==> src/rtl/serial_addsub_pkg.sv <==
// Shared definitions for the serial adder/subtractor.
//   state_t : FSM state encoding (idle, slice processing, one-cycle done).
//   clog2   : ceiling log2, used to size the slice index register.
package serial_addsub_pkg;

    typedef enum logic [1:0] {
        S_IDLE = 2'd0,
        S_RUN  = 2'd1,
        S_DONE = 2'd2
    } state_t;

    function automatic int clog2(input int v);
        int r;
        r = 0;
        while ((1 << r) < v) begin
            r++;
        end
        return r;
    endfunction

endpackage

==> src/rtl/serial_addsub_slice.sv <==
// Combinational DIGIT-bit ripple adder built from full-adder cells.
// Ports:
//   a, b      in   DIGIT  slice operands (b already conditioned for subtract)
//   ci        in   1      carry into the slice LSB
//   s         out  DIGIT  slice sum
//   co        out  1      carry out of the slice MSB
//   c_msb_in  out  1      carry into the slice MSB (for signed overflow)
module serial_addsub_slice #(
    parameter int DIGIT = 4
) (
    input  logic [DIGIT-1:0] a,
    input  logic [DIGIT-1:0] b,
    input  logic             ci,
    output logic [DIGIT-1:0] s,
    output logic             co,
    output logic             c_msb_in
);

    logic [DIGIT:0] c;

    always_comb begin
        s    = '0;
        c    = '0;
        c[0] = ci;
        for (int i = 0; i < DIGIT; i++) begin
            s[i]     = a[i] ^ b[i] ^ c[i];
            c[i + 1] = (a[i] & b[i]) | (c[i] & (a[i] ^ b[i]));
        end
    end

    assign co       = c[DIGIT];
    assign c_msb_in = c[DIGIT - 1];

endmodule

==> src/rtl/serial_addsub.sv <==
// Multi-cycle adder/subtractor: processes a WIDTH-bit add or subtract one
// DIGIT-bit slice per clock with a registered carry between slices.
// Ports:
//   clk, rst  clock and synchronous active-high reset
//   start     request, accepted in IDLE or DONE
//   sub       0 = add (a + b + ci), 1 = subtract (a - b - ci)
//   a, b, ci  operands and carry/borrow-in, sampled on accept
//   busy      high while slices are being processed
//   done      one-cycle pulse; f/co/ovf/zero valid from this cycle
//   f         result, held until the next accepted start
//   co        raw carry out of the MSB (subtract: 1 = no borrow)
//   ovf       two's-complement signed overflow
//   zero      f == 0
module serial_addsub
    import serial_addsub_pkg::*;
#(
    parameter int WIDTH = 32,
    parameter int DIGIT = 4
) (
    input  logic             clk,
    input  logic             rst,
    input  logic             start,
    input  logic             sub,
    input  logic [WIDTH-1:0] a,
    input  logic [WIDTH-1:0] b,
    input  logic             ci,
    output logic             busy,
    output logic             done,
    output logic [WIDTH-1:0] f,
    output logic             co,
    output logic             ovf,
    output logic             zero
);

    localparam int N  = WIDTH / DIGIT;
    localparam int IW = (N > 1) ? clog2(N) : 1;
    localparam logic [IW-1:0] LAST = IW'(N - 1);

    if (WIDTH < 2 || DIGIT < 1 || DIGIT > WIDTH || (WIDTH % DIGIT) != 0) begin : g_bad_params
        $error("serial_addsub: illegal WIDTH/DIGIT combination");
    end

    state_t           state;
    state_t           state_next;
    logic [IW-1:0]    idx;
    logic [WIDTH-1:0] a_r;
    logic [WIDTH-1:0] b_r;
    logic [WIDTH-1:0] f_r;
    logic [WIDTH-1:0] f_next;
    logic             carry;
    logic             co_r;
    logic             ovf_r;
    logic             zero_r;
    logic [DIGIT-1:0] a_sl;
    logic [DIGIT-1:0] b_sl;
    logic [DIGIT-1:0] s_sl;
    logic             s_co;
    logic             s_cmsb;
    logic             accept;
    logic             last;

    assign accept = start && (state == S_IDLE || state == S_DONE);
    assign last   = (state == S_RUN) && (idx == LAST);

    // Select the current slice of the held operands and splice its sum
    // into the result word.
    always_comb begin
        a_sl   = a_r[int'(idx) * DIGIT +: DIGIT];
        b_sl   = b_r[int'(idx) * DIGIT +: DIGIT];
        f_next = f_r;
        f_next[int'(idx) * DIGIT +: DIGIT] = s_sl;
    end

    serial_addsub_slice #(
        .DIGIT (DIGIT)
    ) u_slice (
        .a        (a_sl),
        .b        (b_sl),
        .ci       (carry),
        .s        (s_sl),
        .co       (s_co),
        .c_msb_in (s_cmsb)
    );

    always_comb begin
        state_next = state;
        case (state)
            S_IDLE:  if (start) state_next = S_RUN;
            S_RUN:   if (last) state_next = S_DONE;
            S_DONE:  state_next = start ? S_RUN : S_IDLE;
            default: state_next = S_IDLE;
        endcase
    end

    // Control, result and flag registers.
    always_ff @(posedge clk) begin
        if (rst) begin
            state  <= S_IDLE;
            idx    <= '0;
            f_r    <= '0;
            co_r   <= 1'b0;
            ovf_r  <= 1'b0;
            zero_r <= 1'b1;
        end else begin
            state <= state_next;
            if (accept) begin
                idx <= '0;
            end else if (state == S_RUN) begin
                idx <= idx + 1'b1;
                f_r <= f_next;
                if (last) begin
                    co_r   <= s_co;
                    ovf_r  <= s_co ^ s_cmsb;
                    zero_r <= ~|f_next;
                end
            end
        end
    end

    // Operand and inter-slice carry registers. Subtraction is formed as
    // A + ~B + ~ci, so B and the carry-in are conditioned once at accept.
    always_ff @(posedge clk) begin
        if (accept) begin
            a_r   <= a;
            b_r   <= b ^ {WIDTH{sub}};
            carry <= ci ^ sub;
        end else if (state == S_RUN) begin
            carry <= s_co;
        end
    end

    assign busy = (state == S_RUN);
    assign done = (state == S_DONE);
    assign f    = f_r;
    assign co   = co_r;
    assign ovf  = ovf_r;
    assign zero = zero_r;

endmodule

==> config.mk <==
export PLATFORM = sky130hd
export DESIGN_NAME = serial_addsub
export DESIGN_NICKNAME = d
export VERILOG_FILES = /design/src/rtl/serial_addsub_pkg.sv /design/src/rtl/serial_addsub_slice.sv /design/src/rtl/serial_addsub.sv
export SDC_FILE = /design/constraint.sdc
export NUM_CORES = 1
export LEC_CHECK = 0
export CAP_MARGIN = 20
export CORE_ASPECT_RATIO = 1.25
export CORE_MARGIN = 2
export CORE_UTILIZATION = 55
export DETAILED_ROUTE_END_ITERATION = 16
export PLACE_DENSITY_LB_ADDON = 0.12
export SLEW_MARGIN = 20
export SYNTH_ARGS = -nofsm -noshare
export SYNTH_HDL_FRONTEND = slang
export SYNTH_SLANG_ARGS = --single-unit
==> constraint.sdc <==
create_clock -name clk -period 7.7 [get_ports clk]
set_input_delay 1.155 -clock clk [delete_from_list [all_inputs] [get_ports clk]]
set_output_delay 1.155 -clock clk [all_outputs]
set_load 0.05 [all_outputs]
After elaboration in Yosys (flattened, before gate mapping)
Cells that the tools add are included.
Word-level totals
  register bits after elaboration: 105
  output and inout port bits: 37
  input bits: 69
  logic and storage cells: 62
Operators by class
  $add $sub $neg: 2
  eq/ne operators: 5
  mux-type cells: 7
  bitwise operators: 24
  reductions and logical operators: 11
  shift-type cells: 4
Operators with widths (number)
  variable part select 32 x 6 -> 4 bit: 2
  negator 5 -> 33 bit: 1
  variable shift 4 x 33 -> 32 bit (first input constant): 1
  variable part select 4 x 33 -> 32 bit: 1
  bitwise mux 32 bit: 1
  OR reduction 32 bit: 1
  XOR 32 bit: 1
  XOR 1 bit: 10
  bitwise AND 1 bit: 8
  case mux 2 bit (3 select lines): 1
  two-way mux 2 bit: 2
  bitwise OR 1 bit: 4
  AND reduction 2 bit: 2
  adder 3 x 1 -> 3 bit (second input constant): 1
  equality test 3 bit (second input constant): 1
  two-way mux 1 bit: 3
  AND reduction 3 bit: 1
  equality test 2 x 1 -> 1 bit (second input constant): 1
  equality test 2 bit (second input constant): 1
  logical AND 1 bit: 2
  zero test 2 bit: 1
  inequality test 2 x 1 -> 1 bit (second input constant): 1
  inequality test 2 bit (second input constant): 1
  nonzero test 2 bit: 1
  other kinds (4): 4

Logic depth before layout (Yosys ltp)
Gate-level depths: netlist (run 1).
  depth after elaboration: 13
  gate-level depth with buffers: 17

Hierarchy
Synthesis (run 1) repeated with hierarchy kept, for this count alone.
Second synthesis, totals
  cell total of the unflattened synthesis: 388
  area total of the unflattened synthesis: 4859.7 µm²
Modules (own cells, without submodules)
  serial_addsub: area each 4749.6 µm², times used 1, cells an instance 376, sequential area each 2752.6 µm²
  serial_addsub_slice: area each 110.1 µm², times used 1, cells an instance 12, sequential area each 0.0 µm²

Worst setup path before layout (run 1)
Ideal clock, no wire load.
  path type: reg-to-reg
  from: register idx[0]
  to: register zero_r, in the netlist zero
  setup slack: 3.693 ns
  stages on the path, launching flop included: 18
  clock period less this slack: 4.007 ns
  arrival: 3.920 ns
  data required time: 7.613 ns
  cell sequence: dfxtp_1 > buf_6 > buf_6 > buf_2 > mux4_2 > mux2i_1 > fa_1 > inv_1 > fa_1 > inv_1 > fa_1 > fa_1 > buf_2 > and4b_1 > o2111ai_1 > a221oi_1 > nand4b_1 > o31ai_1
On the way
  cells in the longest elaborated chain, start to end: 13
  elaborated cells on any way between the ends: 28
Ends and longest elaborated chain
  start, declared: line serial_addsub.sv:45  | logic [IW-1:0] idx;
  start signal, assigned: line serial_addsub.sv:109  | idx <= idx + 1'b1;
  variable part select 32 x 6 -> 4 bit (on tied branches): line serial_addsub.sv:68, serial_addsub.sv:69
  XOR 1 bit: line serial_addsub_slice.sv:26, serial_addsub_slice.sv:27
  bitwise AND 1 bit: line serial_addsub_slice.sv:27  | c[i + 1] = (a[i] & b[i]) | (c[i] & (a[i] ^ b[i]));
  bitwise OR 1 bit: line serial_addsub_slice.sv:27
  bitwise AND 1 bit: line serial_addsub_slice.sv:27
  bitwise OR 1 bit: line serial_addsub_slice.sv:27
  bitwise AND 1 bit: line serial_addsub_slice.sv:27
  bitwise OR 1 bit: line serial_addsub_slice.sv:27
  XOR 1 bit: line serial_addsub_slice.sv:26  | s[i] = a[i] ^ b[i] ^ c[i];
  variable part select 4 x 33 -> 32 bit: line serial_addsub.sv:71  | f_next[int'(idx) * DIGIT +: DIGIT] = s_sl;
  bitwise mux 32 bit: line serial_addsub.sv:71
  OR reduction 32 bit: line serial_addsub.sv:114  | zero_r <= ~|f_next;
  zero test 1 bit: line serial_addsub.sv:114
  end signal, assigned: line serial_addsub.sv:114
  end, declared: line serial_addsub.sv:53  | logic zero_r;
Parallel ways exist; a longest one is shown, timed or not.
A chain may end at the register's enable or synchronous reset.

Worst setup path in the final report (run 1)
  from: register idx[1]
  to: register zero_r, in the netlist zero
Same word-level chain as after synthesis.

==> qor.yml, run 1 <==
run_status:
  outcome: "finished, final reports clean"
layout:
  layout_common_cells: "104 x clkdlybuf4s50_1, 66 x nor2_1, 65 x edfxtp_1"
  finish.utilization: 0.706
  layout_commonest_cell: "clkdlybuf4s50_1"
  design_area_mm2: 0.00608
  num_antenna_cells: 0
  area_growth_pct: 25.9
  drive_above_1_share: 0.0814
  nets: 555
worst_setup_path:
  cp-end-kind: "flop"
  crit_required_ns: 7.99
  cp_max_fo: 25
  critical_path_class: "reg -> reg"
  startpoint_type: "flop"
  arrival_ns: 4.90
placement:
  preCtsSetupSlack_ns: 3.09
  dp_hpwl_um: 6980
  placed_area_mm2: 0.00592
  port_buffers: 105
  gp_congestion: 0.856
detailed_routing:
  wire_per_inst_um: 15.6
  drc: 0
  dr.pass1.iters: 5
  ant_nets: 0
  via_per_inst: 5.29
  drt-initial-drc-count: 81
  detail_route.wirelength_um: 9360
  vias: 3167
global_route:
  first_global_vias: 3224
  top_usage_layer: "met2"
  grt_usage: 0.207
  grt_pass1_wl_um: 15100
  grt_util_met1: 0.237
  antenna_found_initial: 0
  grt-ovfl-total: 0
  grt_util_met2: 0.374
  grtUsageMet3: 0.0439
  grt_max_degree: 71
sta:
  setup_ws_ns: 3.08
  grt_setup_unrepaired: "no"
  relSlewSlack: 0.312
  period_share: 0.600
  fin_crit_ns: 4.62
  max_freq_mhz: 217
  hold_viol: 0
  drv_slew: 0
  fin_skew_ns: 0.00998
  setup_viol: 0
  tightestPinTransition_ns: 1.03
  finalSetupTns_ns: 0
clock_tree:
  clk_root_buffer_cell: "clkbuf_8"
  clkSlewWorstSetupHoldPaths_ns: 0.09
  clock_latency_ns: 0.36
  cts.sink_count: 105
  cts-resized-gates: 0
  cts_tree: "built"
  htreeDepth: 3
  ctsLongestPathBuffers: 2
  cts_buffers: 9
  hold_buffers: 0
  post_cts_buffers: 0
logic_synthesis:
  synth_top_family_by_area: "multiplexers"
  synthAdderAreaFrac: 0.0347
  syn_inst: 381
  syn_nets: 461
  async_flop_share: 0
  synthMuxAreaShare: 0.147
  synth.distinct_cells: 48
  synth_warnings: 0
  synth-simple-area-share: 0.116
  synth-seq-cells: 105
  synth_compound_area_frac: 0.0368
  synth_ff_type: "edfxtp_1"
  synthesis.area_mm2: 0.00483
  synth-xor-area-share: 0.0635
  synth_edf_count: 65
  syn_area_per_cell_um2: 12.7
  synth-seq-area-share: 0.570
power_and_ir_drop:
  cellLeakagePower_nw: 2.23
  irDropWorstVdd_uv: 136
  p_per_area_mw_per_mm2: 184
  total_power_mw: 1.12
floorplan:
  initial_core_util: 0.561
  num_rows: 38
  die_h_um: 109
  core-area_mm2: 0.00861
  die-area_mm2: 0.00954
  top_level_ports: 106
  die_w_um: 87.8
run:
  cap_violations: 0
min_path:
  hp-class: "reg -> reg"
[cell type report]
type / count / area, µm²
clock buffer: 10 / 128
clock inverter: 5 / 23.8
fill: 650 / 2530
inverter: 8 / 30.0
multi-input combinational: 244 / 1930
sequential: 105 / 2750
tap: 120 / 150
timing repair buffer: 107 / 1060
[worst paths after layout]
kind	startpoint	end	slack, ns	cells after the start
setup / recovery	idx[1]$_SDFFE_PP0P_	zero$_SDFFE_PP1P_	3.08	13
hold / removal	f[30]$_SDFFE_PP0P_	f[30]$_SDFFE_PP0P_	0.51	2
setup reg to reg	idx[1]$_SDFFE_PP0P_	zero$_SDFFE_PP1P_	3.08	13
hold reg to reg	f[30]$_SDFFE_PP0P_	f[30]$_SDFFE_PP0P_	0.51	2
[cells in the mapped netlist (all sizes together), types with 3 or more instances]
cell type / number / area [µm²]
xor2: 32 / 280
nor3: 6 / 35.0
fa: 4 / 80.1
ha: 7 / 87.6
o21ai: 5 / 25.0
nor2: 66 / 248
buf: 14 / 83.8
mux4: 16 / 360
edfxtp: 65 / 1950
a21oi: 14 / 70.1
mux2i: 35 / 350
clkbuf: 10 / 37.5
nand2: 12 / 45.0
inv: 8 / 30.0
or2: 4 / 25.0
dfxtp: 40 / 801
nor4: 4 / 25.0
xnor2: 3 / 26.3
nand3: 4 / 20.0
[flip-flops by register name, indices dropped and copies added (netlist names)]
register,flops
a_r,32
b_r,32
f,32
idx,3
state,2
carry,1
co,1
ovf,1
zero,1
[stage by stage]
| step | hold WS, ns | instances |
|---|---|---|
| 2_1_floorplan | 0.617 | 381 |
| 3_3_place_gp | 0.486 | 584 |
| 3_5_place_dp | 0.493 | 584 |
| 4_1_cts | 0.511 | 599 |
| 5_1_grt | 0.546 | 599 |
| 6_report | 0.508 | 599 |
[critical path: stages, from the launching register on]
cell	delay, ns
dfxtp_1	1.01
mux4_2	0.37
mux2i_1	0.09
fa_1	0.44
inv_1	0.09
fa_1	0.16
inv_1	0.05
fa_1	0.41
fa_1	0.72
and4b_1	0.37
o2111ai_1	0.13
a221oi_1	0.31
nand4b_1	0.15
o31ai_1	0.24
[kinds of logic after synthesis]
group	after synthesis
AO/OA/AOI/OAI	29
XOR/XNOR	35
adder cells (fa/ha/maj)	11
buffers and inverters	32
flip-flops	105
multiplexers	51
AND/OR/NAND/NOR	118
[power breakdown]
part	switching, mW	leakage [nW]	internal (mW)
logic	0.0989	1.21	0.0850
clock network	0.172	0.0746	0.112
registers	0.0152	0.946	0.634
total	0.286	2.23	0.831
[routing by layer]
metal  wire length [µm]  share of wire
met4                251          0.027
met2               5040           0.54
met3                364          0.039
met5                  0              0
met1               3700           0.40
Note: power is estimated with default switching activity, not from simulation.
==> run 2, diff against run 1 <==
CORE_UTILIZATION = 46   (was 55)
clock period = 4.15 ns   (was 7.7 ns; I/O delays follow)
==> qor.yml, run 2 (synthesized netlist as in run 1, its figures left out) <==
clock_tree:
  cts_buffers: 9  # unchanged
  ctsLongestPathBuffers: 2  # unchanged
  cts_tree: "built"
  clkSlewWorstSetupHoldPaths_ns: 0.07  # -0.02 ns
  cts.sink_count: 105  # unchanged
  hold_buffers: 0  # unchanged
  post_cts_buffers: 0  # unchanged
  cts-resized-gates: 0  # unchanged
  clk_root_buffer_cell: "clkbuf_16"
  htreeDepth: 3  # unchanged
  clock_latency_ns: 0.35  # about the same
sta:
  finalSetupTns_ns: 0  # unchanged
  setup_viol: 0  # unchanged
  fin_crit_ns: 3.68  # -0.938 ns
  hold_viol: 0  # unchanged
  max_freq_mhz: 272  # +25%
  grt_setup_unrepaired: "no"
  tightestPinTransition_ns: 0.843  # -0.188 ns
  relSlewSlack: 0.438  # +0.126
  holdWs_ns: 0.500  # -0.00844 ns
  fin_skew_ns: 0.00758  # -0.00240 ns
  period_share: 0.887  # +0.287
  drv_slew: 0  # unchanged
detailed_routing:
  vias: 3224  # +1.8%
  dr.pass1.iters: 4  # -1
  via_per_inst: 5.27  # -0.36%
  ant_nets: 0  # unchanged
  detail_route.wirelength_um: 9730  # +4.0%
  wire_per_inst_um: 15.9  # +1.7%
  drc: 0  # unchanged
  drt-initial-drc-count: 136  # +68%
layout:
  num_antenna_cells: 0  # unchanged
  layout_commonest_cell: "clkdlybuf4s50_1"
  seqCellArea_mm2: 0.00275  # unchanged
  area_growth_pct: 30.1
  multiInputGateArea_mm2: 0.00193  # unchanged
  nets: 558  # +0.54%
  drive_above_1_share: 0.0973  # +0.0159
  nFillCells: 822  # +26%
  layout_common_cells: "104 x clkdlybuf4s50_1, 66 x nor2_1, 65 x edfxtp_1"
run:
  cap_violations: 0  # unchanged
floorplan:
  die-area_mm2: 0.0113  # +19%
  top_level_ports: 106  # unchanged
  core-area_mm2: 0.0102  # +18%
  die_w_um: 95.6  # +8.9%
  num_rows: 41  # +7.9%
  die_h_um: 119  # +9.0%
  initial_core_util: 0.475  # -0.0857
worst_setup_path:
  critical_path_class: "reg -> reg"
  cp-end-kind: "flop"
  arrival_ns: 3.95  # -0.95 ns
  cp_max_fo: 10  # -60%
  crit_required_ns: 4.41  # -3.58 ns
  r2r-start: "idx[2]$_SDFFE_PP0P_"
  rrSetupSlack_ns: 0.47  # -2.61 ns
  startpoint_type: "flop"
  worst_r2r_path_depth: 13  # unchanged
  timing.rr.end: "zero$_SDFFE_PP1P_"
global_route:
  grt_usage: 0.186  # -0.0209
  grt-ovfl-total: 0  # unchanged
  grt_max_degree: 51  # -28%
  antenna_found_initial: 0  # unchanged
  grt_pass1_wl_um: 16200  # +7.1%
  first_global_vias: 3408  # +5.7%
min_path:
  hold_start: "zero$_SDFFE_PP1P_"
  min_to: "zero$_SDFFE_PP1P_"
  holdPathStages: 2  # unchanged
  hp-class: "reg -> reg"
power_and_ir_drop:
  cellLeakagePower_nw: 2.33  # +4.2%
  irDropWorstVdd_uv: 258  # +89%
  p_per_area_mw_per_mm2: 385  # +110%
run_status:
  outcome: "finished, final reports clean"
placement:
  port_buffers: 105  # unchanged
  gp_congestion: 0.841  # -1.8%
  dp_hpwl_um: 7140  # +2.2%
## run 2: how the worst max path moves through the flow
stage	startpoint	end	slack [ns]	depth (start not counted)
after global routing	idx[2]$_SDFFE_PP0P_	zero$_SDFFE_PP1P_	0.19	13
final	idx[2]$_SDFFE_PP0P_	zero$_SDFFE_PP1P_	0.47	13
after floorplan	idx[0]$_SDFFE_PP0P_	zero$_SDFFE_PP1P_	0.14	17
after detailed placement	idx[2]$_SDFFE_PP0P_	zero$_SDFFE_PP1P_	0.50	13
after global placement	idx[2]$_SDFFE_PP0P_	zero$_SDFFE_PP1P_	0.62	13
after CTS	idx[2]$_SDFFE_PP0P_	zero$_SDFFE_PP1P_	0.47	13
## run 2: worst max-delay path, cell delays in order, from the launching register on
cell and delay [ns]:
dfxtp_1 0.51, inv_2 0.20, mux2i_1 0.18, fa_1 0.39, inv_1 0.10, fa_1 0.17, inv_1 0.05, fa_1 0.42
fa_1 0.51, and4b_1 0.28, o2111ai_1 0.13, a221oi_1 0.30, nand4b_1 0.13, o31ai_1 0.23
## run 2: layer usage
metal / GRT usage / up-vias / share of wire
met4: 0.0946 / 0 / 0.030
li1: - / 1563 / -
met1: 0.220 / 1535 / 0.40
met5: 0 / - / 0
met3: 0.0357 / 19 / 0.044
met2: 0.317 / 107 / 0.52
## run 2: layout make-up
type	instances	share of cell area
clock buffers	9	0.0359
flip-flops and latches	105	0.439
multi-input cells	244	0.307
well taps	129	0.0257
clock inverters	7	0.0133
repair buffers	110	0.175
inverters	8	0.00478
## run 2: metrics by stage
| stage | worst slack, ns | cells | total power, mW | util | area (µm²) |
|---|---|---|---|---|---|
| after global placement | 0.623 | 596 | 1.57 | 0.588 | 5970 |
| final | 0.469 | 612 | 2.42 | 0.618 | 6280 |
| after CTS | 0.469 | 612 | 2.45 | 0.618 | 6280 |
| after floorplan | 0.143 | 381 | 1.43 | - | 4830 |
| after global routing | 0.194 | 612 | 2.52 | 0.618 | 6280 |
| after detailed placement | 0.498 | 596 | 1.58 | 0.588 | 5970 |
## run 2: power breakdown
group / internal, mW / total (mW) / switching, mW
registers: 1.18 / 1.19 / 0.0196
clock network: 0.478 / 0.869 / 0.391
logic: 0.163 / 0.356 / 0.193
total: 1.82 / 2.42 / 0.604
